<file path="src/rtl/snn_pkg.sv">
// Shared definitions for the SNN front end: image geometry and loader FSM states.
package snn_pkg;

  localparam int unsigned NUM_PIXELS = 784;
  localparam int unsigned IMG_BYTES  = NUM_PIXELS / 8;

  typedef enum logic [1:0] {
    LOAD,
    START,
    WAIT_DONE
  } loader_state_t;

endpackage

</file>
<file path="src/rtl/snn_byte_unpacker.sv">
// Byte-to-bit unpacker: 8-bit shifter emitting LSB first, with a one-byte pending slot
// so a byte arriving mid-shift is kept and fed in without a bubble.
module snn_byte_unpacker (
  input  logic       clk,
  input  logic       rst,
  input  logic       flush,
  input  logic       byte_vld,
  input  logic [7:0] byte_in,
  output logic       bit_vld,
  output logic       bit_out,
  output logic       full,
  output logic       drop
);

  logic [7:0] r_shift;
  logic [7:0] r_pend;
  logic       r_shift_full;
  logic       r_pend_full;
  logic [2:0] r_bit_cnt;
  logic       w_last;

  assign w_last  = r_shift_full && (r_bit_cnt == 3'd7);
  assign bit_vld = r_shift_full;
  assign bit_out = r_shift[0];
  assign full    = r_shift_full && r_pend_full;
  // On the last bit the pending byte moves up, so a full slot can still take a byte.
  assign drop    = byte_vld && full && !w_last && !flush;

  always_ff @(posedge clk) begin
    if (rst || flush) begin
      r_shift      <= '0;
      r_pend       <= '0;
      r_shift_full <= 1'b0;
      r_pend_full  <= 1'b0;
      r_bit_cnt    <= '0;
    end else if (w_last) begin
      r_bit_cnt <= '0;
      if (r_pend_full) begin
        r_shift     <= r_pend;
        r_pend_full <= byte_vld;
        if (byte_vld) begin
          r_pend <= byte_in;
        end
      end else begin
        r_shift_full <= byte_vld;
        if (byte_vld) begin
          r_shift <= byte_in;
        end
      end
    end else if (r_shift_full) begin
      r_shift   <= r_shift >> 1;
      r_bit_cnt <= r_bit_cnt + 3'd1;
      if (byte_vld && !r_pend_full) begin
        r_pend      <= byte_in;
        r_pend_full <= 1'b1;
      end
    end else if (byte_vld) begin
      r_shift      <= byte_in;
      r_shift_full <= 1'b1;
      r_bit_cnt    <= '0;
    end
  end

endmodule

</file>
<file path="src/rtl/snn_input_loader.sv">
// Loads a packed 1-bit image into the input RAM, kicks snn_core, and latches its result.
module snn_input_loader
  import snn_pkg::*;
#(
  parameter int unsigned NUM_PIXELS = snn_pkg::NUM_PIXELS,
  parameter int unsigned ADDR_W     = 10
) (
  input  logic              clk,
  input  logic              rst,
  input  logic              rx_vld,
  input  logic [7:0]        rx_data,
  output logic              ram_we,
  output logic [ADDR_W-1:0] ram_addr,
  output logic              ram_data,
  output logic              core_start,
  input  logic              core_done,
  input  logic [3:0]        core_digit,
  output logic [3:0]        digit,
  output logic              result_vld,
  output logic              busy,
  output logic              overrun
);

  localparam logic [ADDR_W-1:0] LAST_PIX = ADDR_W'(NUM_PIXELS - 1);

  loader_state_t     r_state;
  logic [ADDR_W-1:0] r_pix_cnt;
  logic              r_ram_we;
  logic [ADDR_W-1:0] r_ram_addr;
  logic              r_ram_data;
  logic              r_core_start;
  logic [3:0]        r_digit;
  logic              r_result_vld;
  logic              r_busy;
  logic              r_overrun;

  logic w_byte_vld;
  logic w_bit_vld;
  logic w_bit_out;
  logic w_unp_full;
  logic w_drop;
  logic w_flush;

  assign w_byte_vld = rx_vld && (r_state == LOAD);
  // The final pixel write ends the image; anything still buffered belongs to no image.
  assign w_flush    = (r_state == LOAD) && w_bit_vld && (r_pix_cnt == LAST_PIX);

  snn_byte_unpacker u_unpacker (
    .clk      (clk),
    .rst      (rst),
    .flush    (w_flush),
    .byte_vld (w_byte_vld),
    .byte_in  (rx_data),
    .bit_vld  (w_bit_vld),
    .bit_out  (w_bit_out),
    .full     (w_unp_full),
    .drop     (w_drop)
  );

  always_ff @(posedge clk) begin
    if (rst) begin
      r_state      <= LOAD;
      r_pix_cnt    <= '0;
      r_ram_we     <= 1'b0;
      r_ram_addr   <= '0;
      r_ram_data   <= 1'b0;
      r_core_start <= 1'b0;
      r_digit      <= '0;
      r_result_vld <= 1'b0;
      r_busy       <= 1'b0;
      r_overrun    <= 1'b0;
    end else begin
      r_ram_we     <= 1'b0;
      r_core_start <= 1'b0;
      r_result_vld <= 1'b0;
      if (w_drop || (rx_vld && (r_state != LOAD))) begin
        r_overrun <= 1'b1;
      end
      case (r_state)
        LOAD: begin
          if (w_bit_vld) begin
            r_ram_we   <= 1'b1;
            r_ram_addr <= r_pix_cnt;
            r_ram_data <= w_bit_out;
            if (r_pix_cnt == LAST_PIX) begin
              r_pix_cnt <= '0;
              r_state   <= START;
              r_busy    <= 1'b1;
            end else begin
              r_pix_cnt <= r_pix_cnt + ADDR_W'(1);
            end
          end
        end
        START: begin
          r_core_start <= 1'b1;
          r_state      <= WAIT_DONE;
        end
        WAIT_DONE: begin
          if (core_done) begin
            r_digit      <= core_digit;
            r_result_vld <= 1'b1;
            r_state      <= LOAD;
            r_busy       <= 1'b0;
          end
        end
        default: begin
          r_state <= LOAD;
          r_busy  <= 1'b0;
        end
      endcase
    end
  end

  assert property (@(posedge clk) disable iff (rst) w_drop |-> w_unp_full);

  assign ram_we     = r_ram_we;
  assign ram_addr   = r_ram_addr;
  assign ram_data   = r_ram_data;
  assign core_start = r_core_start;
  assign digit      = r_digit;
  assign result_vld = r_result_vld;
  assign busy       = r_busy;
  assign overrun    = r_overrun;

endmodule

</file>
<file path="config.mk">
export PLATFORM = sky130hd
export DESIGN_NAME = snn_input_loader
export DESIGN_NICKNAME = d
export VERILOG_FILES = /design/src/rtl/snn_pkg.sv /design/src/rtl/snn_byte_unpacker.sv /design/src/rtl/snn_input_loader.sv
export SDC_FILE = /design/constraint.sdc
export NUM_CORES = 1
export LEC_CHECK = 0
export CAP_MARGIN = 20
export CORE_MARGIN = 3
export CORE_UTILIZATION = 45
export CTS_BUF_LIST = sky130_fd_sc_hd__clkbuf_16
export CTS_CLUSTER_DIAMETER = 40
export DETAILED_ROUTE_END_ITERATION = 6
export GPL_TIMING_DRIVEN = 0
export HOLD_SLACK_MARGIN = 0.03
export PLACE_DENSITY = 0.75
export SETUP_SLACK_MARGIN = 0.15
export SLEW_MARGIN = 25
export SYNTH_ARGS = -nofsm -noshare
export SYNTH_HDL_FRONTEND = slang
export SYNTH_SLANG_ARGS = --single-unit
</file>
<file path="constraint.sdc">
create_clock -name clk -period 4.47 [get_ports clk]
set_input_delay 1.1175 -clock clk [delete_from_list [all_inputs] [get_ports clk]]
set_output_delay 1.1175 -clock clk [all_outputs]
set_load 0.05 [all_outputs]
</file>
Word level (Yosys, flattened, before mapping)
Cells that the tools add are included.

Mux-type cells: 31. Reductions and logical operators: 29. $add $sub $neg: 2. Bitwise gates (word level): 3. Equality and inequality tests: 10.

Operators by type and width (number): $mux 8 (9); $mux 1 (14); $add 10x1->10 const B (1); $eq 10x10->1 const B (1); $logic_and 1x1->1 (10); $mux 10 (1); $ne 2x1->1 const B (4); $reduce_and 4->1 (2); $reduce_bool 2->1 (4); $mux 2 (3); $mux 3 (2); $pmux 2 s3 (1); $reduce_and 2->1 (3); $reduce_or 2->1 (3); $ne 2x2->1 const B (2); $add 3x1->3 const B (1); $eq 3x3->1 const B (1); $logic_not 1->1 (3); $not 1->1 (3); $pmux 1 s3 (1); $reduce_and 3->1 (1); $eq 2x1->1 const B (1); $eq 2x2->1 const B (1); $logic_not 2->1 (1); $logic_or 1x1->1 (2).

Word-level logic and storage cells: 90. Bits of input ports: 16. Flip-flop bits (word level): 53.

Longest topological paths before layout
Gate-level depths: netlist (run 1).

Word-level depth: 6. Depth in mapped cells: 8. Mapped depth without buffers: 6.

By module
Synthesis (run 1) repeated with hierarchy kept, for this count alone.

Cells, all modules: 258. Area, all modules: 2249.7 µm².

By module, submodules not included: snn_input_loader (times used 1, area each 1252.5 µm², cells an instance 142); snn_byte_unpacker (times used 1, area each 997.2 µm², cells an instance 116).

Worst setup path before layout (run 1)
OpenSTA, ideal clock, no wires.

Path kind: input-to-reg. Start: input rx_vld. End: register u_unpacker.r_shift[2]. Arrival: 2158 ps. Data required time: 4353 ps. Path buffers: 1. Path slack: 2195 ps. Stages on the path: 5. Path through: nor3b_2 > buf_2 > mux2_2 > a22oi_1 > nor2_1.

Word-level cells in the longest chain between the ends: 4.

RTL lines: from (decl) (RTL line snn_input_loader.sv:10) `input logic rx_vld,`; $logic_and 1x1->1 (*) (RTL line snn_input_loader.sv:44) `assign w_byte_vld = rx_vld && (r_state == LOAD);`; $mux 8 (*); $mux 8 (on tied branches); $mux 8 (*); to (signal assigned) (RTL line snn_byte_unpacker.sv:47) `r_shift <= byte_in;`; to (signal assigned) (RTL line snn_byte_unpacker.sv:51) `r_shift <= r_shift >> 1;`; to (signal assigned) (RTL line snn_byte_unpacker.sv:58) `r_shift <= byte_in;`; to (decl) (RTL line snn_byte_unpacker.sv:15) `logic [7:0] r_shift;`.

Every way passes the cells marked *; elsewhere a longest branch is shown, timed or not. A chain may end at the register's enable or synchronous reset.

Final worst setup path (run 1)
Start: input rx_vld. End: register u_unpacker.r_pend[0].

Word-level cells in the longest chain between the ends: 4.

RTL lines: $logic_and 1x1->1 (*) (RTL line snn_input_loader.sv:44); $logic_and 1x1->1 (RTL line snn_byte_unpacker.sv:53) `if (byte_vld && !r_pend_full) begin`; $reduce_bool 2->1 (no line); $reduce_and 4->1 (no line) (*); to (signal assigned) (RTL line snn_byte_unpacker.sv:42) `r_pend <= byte_in;`; to (signal assigned) (RTL line snn_byte_unpacker.sv:54) `r_pend <= byte_in;`; to (decl) (RTL line snn_byte_unpacker.sv:16) `logic [7:0] r_pend;`.

Marks and branches as above.

==> impl_metrics.py, run 1 <==
metrics = {
    "run_status": {
        "status": "complete, no violations",
    },
    "global_routing": {
        "grt_busiest_layer": "met2",
        "grtUsageMet2_pct": 27.9,
        "grt_overflow": 0,
        "grt_pass1_vias": 1829,
        "gr-usage-met1_pct": 21.5,
        "grtUsageMet3_pct": 4.46,
        "track_usage_pct": 17.0,
        "antenna_found_initial": 0,
        "grt_pass1_wl_mm": 8.16,
        "grt_max_degree": 19,
    },
    "place": {
        "dpl.hpwl_mm": 3.16,
        "portBuffers": 34,
        "gp_congestion": 0.748,
    },
    "drt": {
        "wire_per_inst_um": 12.4,
        "drc": 0,
        "ant_nets": 0,
        "via_per_inst": 4.99,
        "vias": 1836,
        "first_pass_iters": 4,
        "routed_wl_mm": 4.58,
        "drt_iter0_drc": 89,
    },
    "layout": {
        "area_growth_pct": 25.6,
        "drive_gt1_share_pct": 8.97,
        "nets": 319,
        "final_util_pct": 59.1,
        "antennaDiodeCount": 0,
    },
    "sta": {
        "slew_headroom_pct": 61.2,
        "max_slew.worst_pin.slew_ns": 0.578,
        "clock_skew_ns": 0.00501,
        "drv_slew": 0,
        "min_period_over_period_pct": 63.4,
        "rsz0062_at_grt": "false",
        "period_minus_slack_ns": 2.84,
        "clock.fmax_mhz": 353,
        "tns_ns": 0,
        "finalHoldViolCount": 0,
        "finalSetupViolations": 0,
    },
    "worst_setup_path": {
        "cp.depth": 6,
        "rr_endpoint": "r_pix_cnt[8]",
        "crit_chain": "clkdlybuf4s50_1 -> nor3b_2 -> buf_2 -> nand3_2 -> mux2i_1 -> nor2_1",
        "worstRegToRegCells": 6,
        "cp-start-kind": "input pin",
        "max_stage_delay_ns": 0.51,
        "crit_type": "input pin to flip-flop",
        "critical_path_arrival_ns": 3.01,
        "path_buf_inv": 2,
        "r2r-start": "u_unpacker.bit_vld",
        "cp_max_fo": 10,
        "path_delay_family": "buffers and inverters",
        "required_ns": 4.64,
        "worst_path_max_delay_cell": "clkdlybuf4s50_1",
        "end_kind": "flip-flop",
        "worst-r2r-setup-slack_ns": 2.44,
    },
    "clock_network": {
        "hold_buffers": 0,
        "clockBufferDepth": 2,
        "htree_levels": 2,
        "clock_sinks": 53,
        "clock_tree.root_cell": "clkbuf_16",
        "tritoncts": "built",
        "cts.clk_slew.worst_paths_ns": 0.07,
        "clock_latency_ns": 0.29,
        "cts_resized": 0,
        "postCtsSetupRepairBufs": 0,
        "cts-buffers-inserted": 5,
    },
    "floorplanning": {
        "io_pins": 36,
        "core_area_sq_um": 4790,
        "initial_core_util_pct": 47.0,
        "die_y_um": 76.7,
        "die_w_um": 76.7,
        "rows": 25,
        "die_area_sq_um": 5890,
    },
    "yosys": {
        "synth_fp_nets": 278,
        "yosys_warnings": 0,
        "netlist_instances": 259,
        "ys_types": 37,
        "synth.top_cell.area_share_pct": 47.1,
        "yosysSeqAreaShare_pct": 47.1,
        "synth_area_sq_um": 2250,
        "ys_seq_elements": 53,
        "synth_top_area_cell": "dfxtp_1",
        "synth.area.top_cells": "dfxtp_1 47%, nor2_1 6.3%, mux2i_1 6.2%, nand2_1 5.2%, a21oi_1 4.0%",
        "avgSynthCellArea_sq_um": 8.69,
    },
    "min_path": {
        "hold_end": "ram_addr[7]",
        "holdPathStages": 2,
        "min_from": "ram_addr[7]",
        "hold_class": "flip-flop to flip-flop",
    },
    "pwr": {
        "worst_ir_drop_vdd_uv": 183,
        "p_per_area_nw_per_um2": 344,
        "leakage_uw": 0.00110,
    },
    "run": {
        "maxCapViolCount": 0,
    },
}
[flip-flops by register name (all words and copies together) (netlist names)]
| signal | flops |
|---|---|
| ram_data | 1 |
| u_unpacker.r_pend_full | 1 |
| u_unpacker.r_shift | 8 |
| core_start | 1 |
| u_unpacker.r_pend | 8 |
| u_unpacker.r_bit_cnt | 3 |
| digit | 4 |
| result_vld | 1 |
| overrun | 1 |
| ram_addr | 10 |
| ram_we | 1 |
| busy | 1 |
| u_unpacker.bit_vld | 1 |
| r_pix_cnt | 10 |
| r_state | 2 |
[through the flow]
step / worst slack, ns / power, uW / std cells / hold slack, ns / area [sq um]
2_1_floorplan: 2.19 / 563 / 259 / 0.429 / 2250
3_3_place_gp: 1.36 / 593 / 360 / 0.447 / 2680
3_5_place_dp: 1.33 / 595 / 360 / 0.448 / 2680
4_1_cts: 1.63 / 989 / 368 / 0.467 / 2830
5_1_grt: 1.45 / 1020 / 368 / 0.481 / 2830
6_report: 1.63 / 973 / 368 / 0.462 / 2830
[power breakdown]
| group | internal, uW | switching (uW) | leakage [uW] |
|---|---|---|---|
| registers | 485 | 8.33 | 0.000430 |
| logic | 39.9 | 50.4 | 0.000598 |
| clock network | 212 | 178 | 0.0000744 |
[cell type report]
type / instances / area, sq um
plain buffers: 16 / 76.3
clock inverters: 3 / 26.3
flip-flops and latches: 53 / 1060
inverters: 11 / 41.3
repair buffers: 34 / 340
multi-input cells: 179 / 1070
well taps: 67 / 83.8
clock buffers: 5 / 125
fillers: 441 / 1960
[worst register-to-register path: stages (launching register included)]
cell and delay (ns):
dfxtp_1 0.32, buf_4 0.16, nor3b_2 0.45, nand4_1 0.23
nand2_1 0.37, buf_2 0.32, nor2_1 0.08
[worst max path at each step]
stage	startpoint	end	slack [ns]
global placement	rx_vld	u_unpacker.r_pend[4]	1.36
detailed placement	rx_vld	u_unpacker.r_pend[0]	1.33
global route	rx_vld	u_unpacker.r_pend[3]	1.45
floorplan	rx_vld	u_unpacker.r_shift[2]	2.19
CTS	rx_vld	u_unpacker.r_pend[7]	1.63
finish	rx_vld	u_unpacker.r_pend[0]	1.63
[cell usage in the layout, fill, tap and decap left out, types with 5 or more instances in the layout]
| master | n |
|---|---|
| xor2_1 | 5 |
| clkdlybuf4s50_1 | 34 |
| dfxtp_1 | 53 |
| nand2_1 | 31 |
| clkbuf_1 | 10 |
| a22oi_1 | 7 |
| mux2i_1 | 14 |
| clkbuf_16 | 5 |
| mux2_2 | 8 |
| inv_1 | 11 |
| nor2_1 | 38 |
| o21ai_0 | 9 |
| a21oi_1 | 18 |
| nand3_1 | 12 |
[layer usage]
layer	part of all wire, %	routed length [um]	up-vias
met5	0	0	-
met4	0.87	40	0
met3	3.7	169	5
met2	48	2200	31
met1	47	2170	842
li1	-	-	958
[cells by family after synthesis]
| logic type | synth area share (%) |
|---|---|
| simple gates | 22.3 |
| compound gates | 9.95 |
| mux | 10.2 |
| xor+xnor | 3.50 |
| fa+ha+maj | 1.67 |
| buf+inv | 5.23 |
| flops | 47.1 |
[synthesized netlist by cell type]
cell	instances
dfxtp_1	53
nor2_1	38
nand2_1	31
a21oi_1	18
mux2i_1	14
nand3_1	12
inv_1	11
clkbuf_1	10
o21ai_0	9
mux2_2	8
a22oi_1	7
xor2_1	5
buf_2	4
nand4_1	4
xnor2_1	4
ha_1	3
nor3_1	3
nor3b_1	3
and3_1	2
nand2b_1	2
nor3b_2	2
a2bb2oi_1	1
a31o_2	1
a31oi_1	1
and2_1	1
and4_1	1
buf_4	1
buf_6	1
nand3_2	1
nand3b_1	1
nor2_2	1
nor2b_1	1
nor4_1	1
o211ai_1	1
o21ai_1	1
or3b_1	1
or4b_1	1
Power figures use the tool's default switching activity.
==> inputs of run 2 (changes only) <==
PLACE_DENSITY = 0.78   (was 0.75)
clock period = 2.6 ns   (was 4.47 ns; I/O delays follow)
==> run 2 against run 1 <==
Against the previous run: design area rose by 0.75%; largest cell class unchanged; global-route usage fell by 0.28 points; critical path type unchanged; non-clock buffer count did not move.
==> impl_metrics.py, run 2 (synthesis results as in run 1) <==
metrics = {
    "run_status": {
        "status": "complete, no violations",
    },
    "floorplanning": {
        "die_area_sq_um": 5890,
        "initial_core_util_pct": 47.0,
        "rows": 25,
        "die_w_um": 76.7,
        "die_y_um": 76.7,
        "core_area_sq_um": 4790,
        "io_pins": 36,
    },
    "sta": {
        "tns_ns": 0,
        "clock.fmax_mhz": 440,
        "rsz0062_at_grt": "false",
        "min_period_over_period_pct": 87.5,
        "finalHoldViolCount": 0,
        "max_slew.worst_pin.slew_ns": 0.560,
        "hold_slack_ns": 0.464,
        "clock_skew_ns": 0.00496,
        "finalSetupViolations": 0,
        "period_minus_slack_ns": 2.28,
        "drv_slew": 0,
        "slew_headroom_pct": 62.4,
    },
    "place": {
        "gp_congestion": 0.770,
        "portBuffers": 34,
        "dpl.hpwl_mm": 3.15,
    },
    "drt": {
        "drc": 0,
        "ant_nets": 0,
        "met2_length_mm": 2.11,
        "via_per_inst": 5.06,
        "wire_per_inst_um": 12.4,
        "met3_length_um": 224,
        "routed_wl_mm": 4.58,
        "routedLengthMet1_mm": 2.16,
        "top_layer_used": "met4",
        "vias": 1863,
        "drt_iter0_drc": 77,
        "first_pass_iters": 4,
    },
    "pwr": {
        "worst_ir_drop_vdd_uv": 380,
        "leakage_uw": 0.00111,
        "p_per_area_nw_per_um2": 612,
    },
    "clock_network": {
        "clock_latency_ns": 0.29,
        "clock_sinks": 53,
        "cts.clk_slew.worst_paths_ns": 0.07,
        "tritoncts": "built",
        "cts_resized": 0,
        "hold_buffers": 0,
        "clock_tree.root_cell": "clkbuf_16",
        "htree_levels": 2,
        "clockBufferDepth": 2,
        "cts-buffers-inserted": 5,
        "postCtsSetupRepairBufs": 0,
    },
    "worst_setup_path": {
        "crit_start": "rx_vld",
        "crit_type": "input pin to flip-flop",
        "critical_path_arrival_ns": 2.45,
        "end_kind": "flip-flop",
        "required_ns": 2.78,
        "rr_endpoint": "u_unpacker.r_shift[4]",
        "cp_max_fo": 10,
        "worst-r2r-setup-slack_ns": 0.58,
        "cp-start-kind": "input pin",
        "worstRegToRegCells": 6,
        "r2r-start": "u_unpacker.bit_vld",
    },
    "global_routing": {
        "grt_pass1_wl_mm": 8.00,
        "track_usage_pct": 16.7,
        "grt_pass1_vias": 1779,
        "grt_max_degree": 17,
        "grt_overflow": 0,
        "antenna_found_initial": 0,
    },
    "layout": {
        "nFillCells": 408,
        "drive_gt1_share_pct": 8.64,
        "nets": 319,
        "antennaDiodeCount": 0,
        "final_cell_mix": "53 x dfxtp_1, 38 x nor2_1, 34 x clkdlybuf4s50_1",
        "final_common_cell": "dfxtp_1",
        "area_growth_pct": 26.5,
    },
    "min_path": {
        "hold_class": "flip-flop to flip-flop",
        "min_from": "ram_addr[0]",
        "holdPathStages": 2,
        "hold_end": "ram_addr[0]",
    },
    "run": {
        "maxCapViolCount": 0,
    },
}
==> run 2: per-layer routing <==
layer	up-vias	global-route usage, %
met4	0	6.52
li1	960	-
met1	855	21.5
met2	38	25.7
met5	-	0
met3	10	5.63
==> run 2: worst max-delay path: stages <==
cell             delay (ns)
clkdlybuf4s50_1        0.53
nor3b_4                0.36
buf_2                  0.30
nand3_2                0.31
mux2i_1                0.25
nor2_1                 0.05
==> run 2: area by class of cell <==
| cell class | count | area [sq um] | area share [%] |
|---|---|---|---|
| Timing Repair Buffer | 34 | 340 | 12.0 |
| Inverter | 11 | 41.3 | 1.45 |
| Clock buffer | 5 | 125 | 4.39 |
| Buffer | 16 | 76.3 | 2.68 |
| Sequential cell | 53 | 1060 | 37.3 |
| Tap cell | 67 | 83.8 | 2.94 |
| Multi-Input combinational cell | 179 | 1080 | 37.9 |
| Clock inverter | 3 | 41.3 | 1.45 |
==> run 2: through the flow <==
step | setup WS, ns | area, sq um | total power, uW | cells | util, %
final | 0.325 | 2850 | 1740 | 368 | 59.5
after global routing | 0.204 | 2850 | 1810 | 368 | 59.5
after CTS | 0.248 | 2840 | 1760 | 368 | 59.4
after detailed placement | -0.0600 | 2680 | 1020 | 360 | 55.9
after global placement | -0.0383 | 2680 | 1020 | 360 | 55.9
after floorplan | 0.792 | 2250 | 967 | 259 | -
==> run 2: where the power goes <==
part | internal [uW] | switching [uW]
clock | 451 | 287
combinational | 69.2 | 86.9
sequential | 834 | 14.5
==> run 2: worst max-delay path by stage <==
| stage | endpoint | slack (ns) |
|---|---|---|
| 2_1_floorplan | u_unpacker.r_shift[2] | 0.79 |
| 3_3_place_gp | u_unpacker.r_pend[4] | -0.04 |
| 3_5_place_dp | u_unpacker.r_pend[6] | -0.06 |
| 4_1_cts | u_unpacker.r_pend[6] | 0.25 |
| 5_1_grt | u_unpacker.r_pend[3] | 0.20 |
| 6_report | u_unpacker.r_pend[6] | 0.32 |
==> inputs of run 3 (changes only) <==
CAP_MARGIN = 5   (was 20)
SETUP_SLACK_MARGIN = unset   (was 0.15)
==> run 3 against run 2 <==
Against the previous run: critical path depth unchanged; final cell count did not move; combinational power hardly changed; clock-buffer cell count did not move; first-iteration DRC count rose by 3.9%; design area down 0.22%; sequential cell count is the same.
==> impl_metrics.py, run 3 (synthesis results as in run 1) <==
metrics = {
    "clock_network": {
        "tritoncts": "built",
        "clock_tree.root_cell": "clkbuf_16",
        "cts_resized": 0,
        "cts-buffers-inserted": 5,
        "hold_buffers": 0,
        "postCtsSetupRepairBufs": 0,
        "htree_levels": 2,
        "clockBufferDepth": 2,
        "cts.clk_slew.worst_paths_ns": 0.07,
        "clock_latency_ns": 0.29,
        "clock_sinks": 53,
    },
    "layout": {
        "nFillCells": 410,
        "nets": 319,
        "instances_no_fill": 368,
        "area_growth_pct": 26.2,
        "final_common_cell": "dfxtp_1",
        "drive_gt1_share_pct": 8.64,
        "final_cell_mix": "53 x dfxtp_1, 38 x nor2_1, 34 x clkdlybuf4s50_1",
        "antennaDiodeCount": 0,
    },
    "pwr": {
        "p_sw_share_pct": 22.2,
        "p_clk_share_pct": 42.3,
        "worst_ir_drop_vdd_uv": 379,
        "p_seq_share_pct": 48.8,
        "fin_total_pwr_uw": 1740,
        "leakage_uw": 0.00111,
        "p_per_area_nw_per_um2": 612,
        "combPwrFrac_pct": 8.9,
        "p_switching_uw": 387,
        "p_int_uw": 1350,
    },
    "drt": {
        "wire_per_inst_um": 12.4,
        "ant_nets": 0,
        "drt_iter0_drc": 80,
        "drc": 0,
        "vias": 1845,
        "via_per_inst": 5.01,
        "routed_wl_mm": 4.55,
        "first_pass_iters": 4,
    },
    "global_routing": {
        "grt_overflow": 0,
        "track_usage_pct": 16.7,
        "grt_max_degree": 17,
        "grt_pass1_vias": 1779,
        "antenna_found_initial": 0,
        "grt_pass1_wl_mm": 8.00,
    },
    "sta": {
        "min_period_over_period_pct": 90.9,
        "clock_skew_ns": 0.00514,
        "drv_slew": 0,
        "max_slew.worst_pin.slew_ns": 0.556,
        "finalHoldViolCount": 0,
        "clock.fmax_mhz": 423,
        "rsz0062_at_grt": "false",
        "period_minus_slack_ns": 2.36,
        "slew_headroom_pct": 62.7,
        "finalSetupViolations": 0,
    },
    "worst_setup_path": {
        "worstRegToRegCells": 6,
        "crit_chain": "clkdlybuf4s50_1 -> nor3b_2 -> buf_2 -> nand3_2 -> mux2i_1 -> nor2_1",
        "cp-start-kind": "input pin",
        "required_ns": 2.78,
        "cp_max_fo": 10,
        "crit_type": "input pin to flip-flop",
        "end_kind": "flip-flop",
        "max_stage_delay_ns": 0.52,
        "worst_path_max_delay_cell": "clkdlybuf4s50_1",
        "critical_path_arrival_ns": 2.54,
    },
    "floorplanning": {
        "die_area_sq_um": 5890,
        "initial_core_util_pct": 47.0,
        "die_y_um": 76.7,
        "core_area_sq_um": 4790,
        "io_pins": 36,
        "rows": 25,
        "die_w_um": 76.7,
    },
    "place": {
        "dpl.hpwl_mm": 3.15,
        "portBuffers": 34,
        "gp_congestion": 0.770,
        "place_inst": 360,
    },
    "min_path": {
        "holdPathStages": 2,
        "hold_class": "flip-flop to flip-flop",
    },
    "run_status": {
        "status": "complete, no violations",
    },
    "run": {
        "maxCapViolCount": 0,
    },
}
run 3: final timing paths:
path         slack (ns)               start               endpoint
max                0.24              rx_vld   u_unpacker.r_pend[6]
min                0.46         ram_addr[0]            ram_addr[0]
max reg2reg        0.57  u_unpacker.bit_vld  u_unpacker.r_shift[4]
min reg2reg        0.46         ram_addr[0]            ram_addr[0]
run 3: layout make-up:
cell class | count | area (sq um) | share of cell area, %
Multi-Input combinational cell | 179 | 1070 | 37.7
Inverter | 11 | 41.3 | 1.45
Buffer | 16 | 76.3 | 2.69
Timing Repair Buffer | 34 | 340 | 12.0
Clock inverter | 3 | 41.3 | 1.45
Sequential cell | 53 | 1060 | 37.3
Clock buffer | 5 | 125 | 4.40
Tap cell | 67 | 83.8 | 2.95
run 3: metrics by stage:
stage	hold slack [ns]	cell area (sq um)	utilization [%]	worst slack [ns]	TNS, ns
4_1_cts	0.464	2840	59.4	0.248	0
6_report	0.464	2840	59.4	0.238	0
2_1_floorplan	0.429	2250	-	0.792	0
3_3_place_gp	0.447	2680	55.9	-0.0383	-0.248
3_5_place_dp	0.449	2680	55.9	-0.0600	-0.421
5_1_grt	0.480	2840	59.4	0.121	0
run 3: per-layer routing:
layer  global-route usage [%]  part of all wire, %
met2                     25.7                   46
met4                     6.52                  1.7
met5                        0                    0
met3                     5.63                  5.3
met1                     21.5                   47
run 3: worst max-delay path, delay by kind of cell:
family        cells  cell delay [ns]
mux               1             0.25
buf+inv           2             0.84
simple gates      3             0.79
run 3: power by group through the flow:
stage	Clock [uW]	Sequential, uW	Combinational (uW)
global placement	0	866	153
global route	785	851	174
CTS	758	848	157
finish	736	848	156
detailed placement	0	867	156
floorplan	0	873	94.7
==> RTL edit, RTL diff (config.mk and constraints of run 2) <==
Make the reset (`rst`) asynchronous in one clocked block.
--- a/src/rtl/snn_input_loader.sv
+++ b/src/rtl/snn_input_loader.sv
@@ -57,7 +57,7 @@
     .drop     (w_drop)
   );
 
-  always_ff @(posedge clk) begin
+  always_ff @(posedge clk or posedge rst) begin
     if (rst) begin
       r_state      <= LOAD;
       r_pix_cnt    <= '0;
Behaviour: differs if rst is asserted again (counterexample within 4 cycles, from zero or initial values and one cycle with rst high); with rst held inactive, the same outputs for 10 cycles.
==> RTL edit against run 2 <==
- design area is 4.4% higher
- core utilization up 1.1 points
- worst setup slack improved by 0.15 ns
- sequential cell count stayed put
- critical path depth is 1 lower
- routed wire length increased by 1.2%
- count of clock-buffer cells in the layout did not move
- first-iteration DRC count up 17%
- area after synthesis increased by 5.6%
- register-to-register slack gained 0.35 ns
Power is not compared: it rests on default switching activity, and its combinational part moved more than twofold at a synthesized area within 25%.
==> RTL edit: results (changes against run 2) <==
Critical path
  – Worst Path Max Fanout: 9 (was 10)
  – Critical R2R Launch: r_state[0] (was u_unpacker.bit_vld)
  – R2r worst-path depth: 4 (was 6)
  – R2R Setup Slk: 0.93 ns (was 0.58 ns)
  – Top delay family on crit path: simple AND/OR/NAND/NOR gates (was buffers and inverters)

Routing
  – DRT iter0 DRCs: 90 (was 77)
  – Total wire length: 4640 um (was 4580 um)
  – Via count: 1779 (was 1863)

Yosys
  – Distinct cells, synth: 43 (was 37)
  – Mapped Nets: 260 (was 278)
  – Async S/R FF share, synth: 0.604 (was 0)
  – Main area contributors after synthesis: dfrtp_1 (34%), dfxtp_1 (18%), nand2_1 (7.3%) (was dfxtp_1 (47%), nor2_1 (6.3%), mux2i_1 (6.2%))
  – Ys flop type: dfrtp_1 (was dfxtp_1)
  – Post-synthesis sequential area ratio: 0.514 (was 0.471)
  – Avg Inst Size Synth: 9.86 um2 (was 8.69 um2)

Finish
  – Fill cells: 429 (was 408)

Global routing
  – First-pass GRT wire length: 8200 um (was 8000 um)
  – Largest net degree at the start of global routing: 34 (was 17)
  – Vias in the first global route: 1741 (was 1779)
  – GRT Resource Usage Total: 0.167 (about the same)

Placement
  – Dpl cells: 343 (was 360)
  – GPL Wtd Cong: 0.849 (was 0.770)
  – DP Wirelength: 3210 um (was 3150 um)
  – Number of port buffers: 35 (was 34)

Worst hold path
  – Hold path startpoint: u_unpacker.r_shift[0] (was ram_addr[0])
  – Hold Crit Endpoint: ram_data (was ram_addr[0])

STA
  – Clock Skew: 0.00701 ns (was 0.00496 ns)
  – Slew headroom: 0.547 (was 0.624)

Outcome
  – Outcome: completed (unchanged)
-- RTL edit: report_power, final --
part	leakage, uW	switching (uW)	internal, uW
sequential	0.000595	84.6	907
clock	0.0000826	279	448
combinational	0.000682	270	172
total	0.00136	634	1530
-- RTL edit: metal layers --
metal / wire length (um) / up-vias / global-route usage
met5: 0 / - / 0
met4: 23 / 0 / 0.0420
met3: 238 / 4 / 0.0516
met2: 2270 / 40 / 0.274
met1: 2110 / 838 / 0.215
li1: - / 897 / -
-- RTL edit: kinds of logic after synthesis --
| family | Yosys count | share of synthesized area |
|---|---|---|
| multiplexers | 21 | 0.0947 |
| AND/OR/NAND/NOR | 105 | 0.231 |
| buffers and inverters | 24 | 0.0516 |
| adder cells (fa/ha/maj) | 3 | 0.0158 |
| flip-flops | 53 | 0.514 |
| AO/OA/AOI/OAI | 30 | 0.0747 |
| XOR/XNOR | 5 | 0.0184 |
-- RTL edit: worst reg2reg max path, cell delays in order, from the launching register on --
cell and delay (ns):
dfrtp_1 0.45, nor3b_4 0.52, mux2_2 0.40, a22oi_1 0.14, nor2_1 0.05
-- RTL edit: layout make-up --
type,count,share of cell area
Multi-Input combinational cell,164,0.347
Tap cell,67,0.0282
Clock buffer,5,0.0421
Sequential cell,53,0.411
Inverter,14,0.0194
Timing Repair Buffer,35,0.118
Clock inverter,3,0.0126
Buffer,10,0.0219
-- RTL edit: per-stage QoR --
step / setup slack [ns] / instance area (um2) / power (uW) / hold WS [ns]
final: 0.476 / 2970 / 2160 / 0.469
after global routing: 0.346 / 2970 / 2260 / 0.496
after CTS: 0.435 / 2970 / 2180 / 0.457
after detailed placement: 0.130 / 2810 / 1450 / 0.443
after global placement: 0.0125 / 2810 / 1440 / 0.441
after floorplan: 0.765 / 2380 / 1300 / 0.410
